$ cat config.mk
export PLATFORM = sky130hd
export DESIGN_NAME = progmem_arbiter
export DESIGN_NICKNAME = d
export VERILOG_FILES = /design/src/rtl/progmem_arbiter_pkg.sv /design/src/rtl/progmem_arbiter_rr_pick.sv /design/src/rtl/progmem_arbiter.sv
export SDC_FILE = /design/constraint.sdc
export NUM_CORES = 1
export LEC_CHECK = 0
export ABC_AREA = 1
export CORE_ASPECT_RATIO = 1.1
export CORE_UTILIZATION = 32
export CTS_CLUSTER_DIAMETER = 50
export DETAILED_ROUTE_END_ITERATION = 12
export GPL_TIMING_DRIVEN = 0
export PLACE_DENSITY_LB_ADDON = 0.08
export SLEW_MARGIN = 20
export SYNTH_ARGS = -nofsm -noshare
export SYNTH_HDL_FRONTEND = slang
export SYNTH_SLANG_ARGS = --single-unit
$ cat constraint.sdc
create_clock -name clk -period 3.7 [get_ports clk]
set_input_delay 0.37 -clock clk [delete_from_list [all_inputs] [get_ports clk]]
set_output_delay 0.37 -clock clk [all_outputs]
set_load 0.01 [all_outputs]
$ cat src/rtl/progmem_arbiter_pkg.sv
// Shared types and build-time constants for the program-memory arbiter.
// Widths normally come from defines.vh; the fallbacks keep this slice self-contained.
`ifndef INST_W
`define INST_W 32
`endif
`ifndef INST_ADDR_W
`define INST_ADDR_W 16
`endif
`ifndef ARB_MAX_CORES
`define ARB_MAX_CORES 8
`endif

package progmem_arbiter_pkg;

  localparam int ARB_MAX_CORES = `ARB_MAX_CORES;

  // Burst ownership: idle means no core currently holds the memory port.
  typedef enum logic {
    ARB_IDLE,
    ARB_OWNED
  } arb_state_e;

  // Where this cycle's grant came from.
  typedef enum logic [1:0] {
    SEL_NONE,
    SEL_BURST,
    SEL_ARB
  } grant_src_e;

endpackage

$ cat src/rtl/progmem_arbiter_rr_pick.sv
// Rotating-priority encoder: first set bit of req at or after start, wrapping.
module rr_pick
  import progmem_arbiter_pkg::*;
#(
  parameter int N     = 4,
  parameter int IDX_W = $clog2(N)
) (
  input  logic [N-1:0]     req,
  input  logic [IDX_W-1:0] start,
  output logic             found,
  output logic [IDX_W-1:0] idx
);

  logic [2*N-1:0]   req_dbl;
  logic [N-1:0]     req_rot;
  logic [IDX_W-1:0] off;
  logic [IDX_W:0]   sum;

  // Doubling the vector turns the wrap-around scan into a plain shift.
  assign req_dbl = {req, req};
  assign req_rot = N'(req_dbl >> start);

  always_comb begin
    found = |req_rot;
    off   = '0;
    for (int k = N - 1; k >= 0; k--) begin
      if (req_rot[k]) off = IDX_W'(k);
    end
    sum = {1'b0, start} + {1'b0, off};
    if (sum >= (IDX_W + 1)'(N)) idx = IDX_W'(sum - (IDX_W + 1)'(N));
    else                        idx = sum[IDX_W-1:0];
  end

endmodule

$ cat src/rtl/progmem_arbiter.sv
// Round-robin arbiter sharing one synchronous-read program memory among N_CORES
// fetch units, with bounded burst ownership and a one-cycle return path.
module progmem_arbiter
  import progmem_arbiter_pkg::*;
#(
  parameter int N_CORES     = 4,
  parameter int MAX_BURST   = 2,
  parameter int INST_W      = `INST_W,
  parameter int INST_ADDR_W = `INST_ADDR_W
) (
  input  logic                           clk,
  input  logic                           rst,
  input  logic                           en,
  input  logic [N_CORES-1:0]             core_req,
  input  logic [N_CORES*INST_ADDR_W-1:0] core_addr,
  output logic [N_CORES-1:0]             core_stall,
  output logic [N_CORES-1:0]             core_valid,
  output logic [INST_W-1:0]              core_data,
  output logic                           mem_en,
  output logic [INST_ADDR_W-1:0]         mem_addr,
  input  logic [INST_W-1:0]              mem_data
);

  localparam int IDX_W = $clog2(N_CORES);
  localparam int CNT_W = (MAX_BURST > 1) ? $clog2(MAX_BURST) : 1;
  localparam logic [CNT_W-1:0] BURST_LAST = CNT_W'(MAX_BURST - 1);

  if (N_CORES < 2 || N_CORES > ARB_MAX_CORES || MAX_BURST < 1) begin : g_bad_param
    $error("progmem_arbiter: N_CORES must be 2..%0d and MAX_BURST >= 1", ARB_MAX_CORES);
  end

  arb_state_e       state_q, state_d;
  logic [IDX_W-1:0] ptr_q, ptr_d;
  logic [IDX_W-1:0] owner_q, owner_d;
  logic [CNT_W-1:0] burst_cnt_q, burst_cnt_d;
  grant_src_e       src;

  logic [IDX_W-1:0] scan_start;
  logic             pick_found;
  logic [IDX_W-1:0] pick_idx;
  logic             owner_req;

  logic             vld_p0;
  logic [IDX_W-1:0] idx_p0;
  logic [N_CORES-1:0] grant_oh;
  logic             vld_p1;
  logic [IDX_W-1:0] idx_p1;

  assign scan_start = (ptr_q == IDX_W'(N_CORES - 1)) ? '0 : ptr_q + 1'b1;
  assign owner_req  = core_req[owner_q];

  rr_pick #(
    .N     (N_CORES),
    .IDX_W (IDX_W)
  ) u_rr_pick (
    .req   (core_req),
    .start (scan_start),
    .found (pick_found),
    .idx   (pick_idx)
  );

  // ---- stage p0: grant selection, drives the memory port combinationally ----
  always_comb begin
    state_d     = state_q;
    ptr_d       = ptr_q;
    owner_d     = owner_q;
    burst_cnt_d = burst_cnt_q;
    src         = SEL_NONE;
    if (en && !rst) begin
      if (state_q == ARB_OWNED && owner_req && burst_cnt_q < BURST_LAST) begin
        src         = SEL_BURST;
        burst_cnt_d = burst_cnt_q + 1'b1;
      end else if (pick_found) begin
        // Winning again with nobody else waiting still opens a fresh burst.
        src         = SEL_ARB;
        ptr_d       = pick_idx;
        owner_d     = pick_idx;
        state_d     = ARB_OWNED;
        burst_cnt_d = '0;
      end else begin
        state_d = ARB_IDLE;
      end
    end
    vld_p0 = (src != SEL_NONE);
    idx_p0 = (src == SEL_ARB) ? pick_idx : owner_q;
  end

  always_comb begin
    grant_oh = '0;
    mem_addr = '0;
    for (int i = 0; i < N_CORES; i++) begin
      if (vld_p0 && idx_p0 == IDX_W'(i)) begin
        grant_oh[i] = 1'b1;
        mem_addr    = core_addr[i*INST_ADDR_W +: INST_ADDR_W];
      end
    end
  end

  assign mem_en     = vld_p0;
  assign core_stall = core_req & ~grant_oh;

  always_ff @(posedge clk) begin
    if (rst) begin
      state_q     <= ARB_IDLE;
      ptr_q       <= IDX_W'(N_CORES - 1);
      owner_q     <= '0;
      burst_cnt_q <= '0;
    end else begin
      state_q     <= state_d;
      ptr_q       <= ptr_d;
      owner_q     <= owner_d;
      burst_cnt_q <= burst_cnt_d;
    end
  end

  // ---- stage p1: response routing, memory data arrives this cycle ----
  always_ff @(posedge clk) begin
    if (rst) vld_p1 <= 1'b0;
    else     vld_p1 <= vld_p0;
    idx_p1 <= idx_p0;
  end

  always_comb begin
    core_valid = '0;
    for (int i = 0; i < N_CORES; i++) begin
      core_valid[i] = vld_p1 && (idx_p1 == IDX_W'(i));
    end
  end

  assign core_data = mem_data;

endmodule

==> key figures <==
Global route
  • Initial antenna violation count: 0
  • Vias in the first global route: between 1500 and 2000
  • Global-route wire length before repair: around 7.5 mm
  • Largest net degree at the start of global routing: 11
  • Gr ovfl total: 0
  • GR Util All Layers: 0.188

Drt
  • DR vias: around 1900
  • Initial DRC Count: 63
  • Number of routed nets with antenna violations: 0
  • DRC: 0
  • Routed WL: roughly 5.4 mm
  • Vias/cell: about 4.6
  • TritonRoute pass-1 iters: 6
  • Routed wire length per instance: 13.2 µm

Synthesis
  • Simple-Gate Fraction of Synth Area: 0.571
  • Most frequent cell after synthesis: nand3_1
  • Syn avg cell area: ~7 µm²
  • Synthesized cell area: between 1500 and 2000 µm²
  • Synthesis Warnings: 0
  • List of most frequent post-synthesis cells: 46 x nand3_1, 41 x nand2_1, 37 x buf_4
  • Most used flip-flop cell after synthesis: dfxtp_1
  • Cell variety after synth: 29
  • Yosys top cell area share: 0.180
  • Adder-Cell Fraction of Synth Area: 0.0162
  • EDFF count, synth: 0
  • Sequential share of the synthesized area: 0.117
  • Largest area contributor in the netlist: buf_4
  • Async SR Flop Fraction: 0
  • Number of synthesized register bits: 9
  • Xor and xnor area share after synthesis: 0.00567
  • Mux contribution to synthesized area: 0
  • Top cells by area, synth: buf_4 18%, nand3_1 15%, dfxtp_1 12%, nand2_1 10%, nand4_2 7.3%
  • Synth Net Count: approximately 330
  • Post-Synthesis Cells: approximately 220
  • Compound-gate portion of the synthesized area: 0.0462
  • Largest family of logic cells by synthesized area: simple AND/OR/NAND/NOR gates

Power and ir drop
  • Power, Total: between 0.7 and 0.8 mW
  • Max VDD drop: roughly 190 µV
  • Pleak: around 1.4 nW
  • Power Dens Cells: 239 nW/µm²

STA
  • Max Fclk: between 0.2 and 0.3 GHz
  • Worst-Margin Slew: ~0.24 ns
  • Unrepaired setup endpoints after global routing: true
  • Setup WS post-layout: between 0.1 and 0.15 ns
  • Worst Skew: 0.000555 ns
  • Period utilisation layout: 0.964
  • Slew headroom: 0.837
  • Final Max Tran Viols: 0
  • Final Hold Vio Count: 0
  • Setup violators final: 0
  • Tmin final: between 3 and 4 ns

Cells and area
  • Diode count: 0
  • Post-route insts no fill: a little over 400
  • Fin area: approximately 3000 µm²
  • Nets: between 400 and 500
  • Footprint of the multi-input gates: roughly 1000 µm²
  • Utilization after layout: 0.645
  • Storage element area: 184 µm²
  • Filler cell count: 430
  • Layout cell share with drive strength beyond 1: 0.268
  • Area grow syn2layout: 94.4%

Critical path
  • Worst path bufs/invs: 2
  • Reg2reg path depth: 11
  • CP Capture Type: output port
  • Top Family by Delay on Critical Path: simple AND/OR/NAND/NOR gates
  • CP required: ~3.3 ns
  • Crit Path Class: reg -> out
  • Crit-path cells: ha_2 > nand3_1 > nand2_2 > nand3_1 > a21boi_1 > ha_1 > xor2_2 > nand3_1 > nand3_4 > nand2_8 > nor2_8 > buf_6 > nand2_1 > nand4_2 > clkdlybuf4s50_1
  • Slowest stage cell, crit path: clkdlybuf4s50_1
  • Worst flop-to-flop path startpoint: ptr_q[0]
  • WP data arrival: 3.20 ns
  • Startpoint Class: register
  • Setup slack on the worst flop-to-flop path: between 1 and 1.5 ns
  • Largest stage delay, worst path: about 0.53 ns
  • Worst Path Max Fanout: 10
  • Most Frequent Cell on Critical Path: nand3_1
  • Crit Reg-Reg Endpoint: idx_p1[1]

Outcome
  • Status: finished, final reports clean

Clocking
  • Clk sinks: 9
  • H-tree Lvls: 1
  • Clk Latency, worst-skew pair: 0.23 ns
  • TritonCTS Buffers: 3
  • Clock transition at path regs: roughly 0.040 ns
  • Hold bufs inserted after CTS: 0
  • Clock Path Buffers: 2
  • Clock root cell: clkbuf_8
  • TritonCTS clock tree: built

Place
  • Pre-CTS setup slack: 0.0362 ns
  • # port buffers: about 130
  • DP HPWL: approximately 4.4 mm
  • Placed Area: approximately 2900 µm²
  • Placed insts: 404
  • RePlAce Congestion: about 0.81

Worst hold path
  • Hold Path Depth: 2
  • Worst min path class: reg -> reg
  • Hold path start: state_q
  • Worst Hold End: state_q

Floorplanning
  • Die H: 74.9 µm
  • Row count: 26
  • Initial Util: 0.332
  • IO Pins: 160
  • Core Area: around 4700 µm²
  • Die ar.: ~5000 µm²
  • Die Width: roughly 70 µm

Run
  • Max-cap violations: 0
per-layer routing:
metal | GRT usage | vias to the layer above | share of wire
met5 | 0 | - | 0
met4 | 0.0370 | 0 | 0.0076
met3 | 0.0500 | 4 | 0.11
met2 | 0.330 | 83 | 0.48
met1 | 0.227 | 833 | 0.40
li1 | - | 981 | -
what timing repair did:
action	in CTS	in global routing
buffers inserted	0	3
setup endpoints to repair	18	18
pin swaps	1	3
endpoints found under the hold margin	0	0
gates resized for setup	3	16
where the power goes:
part	internal, mW	switching [mW]
Sequential	0.109	0.0102
Clock	0.0750	0.0381
Combinational	0.253	0.231
Total	0.437	0.280
worst min-delay path, stage by stage (launching register included):
cell and delay, ns:
dfxtp_1 0.30, nand2_1 0.06, a21oi_1 0.05
per-stage QoR:
| stage | hold slack, ns | TNS, ns |
|---|---|---|
| floorplan | 0.430 | 0 |
| global route | 0.496 | -0.0397 |
| global placement | 0.451 | 0 |
| finish | 0.461 | 0 |
| detailed placement | 0.457 | 0 |
| CTS | 0.464 | 0 |
cells by family after synthesis:
kind of cell,after synthesis
fa+ha+maj,2
compound gates,10
xor+xnor,1
buf+inv,57
flops,9
simple gates,142
flip-flops by register name, indices dropped and copies added, names as in the netlist:
register	flops
vld_p1	1
idx_p1	2
ptr_q	2
owner_q	2
state_q	1
burst_cnt_q	1
worst max-delay path by stage:
stage,startpoint,cells past startpoint,slack (ns),to
3_5_place_dp,core_req[0],16,0.04,mem_addr[14]
4_1_cts,ptr_q[0],16,0.02,mem_addr[8]
6_report,ptr_q[0],15,0.13,mem_addr[10]
5_1_grt,ptr_q[0],16,-0.04,mem_addr[10]
2_1_floorplan,ptr_q[0],13,0.94,core_stall[3]
3_3_place_gp,core_req[0],16,0.06,mem_addr[8]
cell type report:
class                      count  area share
sequential                     9      0.0613
clock buffer                   4      0.0150
tap                           56      0.0233
inverter                      18      0.0242
buffer                        39       0.101
multi-input combinational    155       0.332
timing repair buffer         130       0.443
placed cells by master, fill, tap and decap left out, types with 2 or more instances in the layout:
master and n:
a21boi_1 2, a21oi_1 4, buf_4 40, clkbuf_8 3, clkdlybuf4s50_1 113, clkinv_2 2, dfxtp_1 8, dlymetal6s2s_1 14
inv_1 11, inv_2 4, nand2_1 41, nand2_2 15, nand2_4 6, nand3_1 46, nand3_4 3, nand4_1 7
nand4_2 9, nor2_1 5, nor2_4 2, nor2_8 2, nor3_1 4
Note: power is estimated with default switching activity, not from simulation.
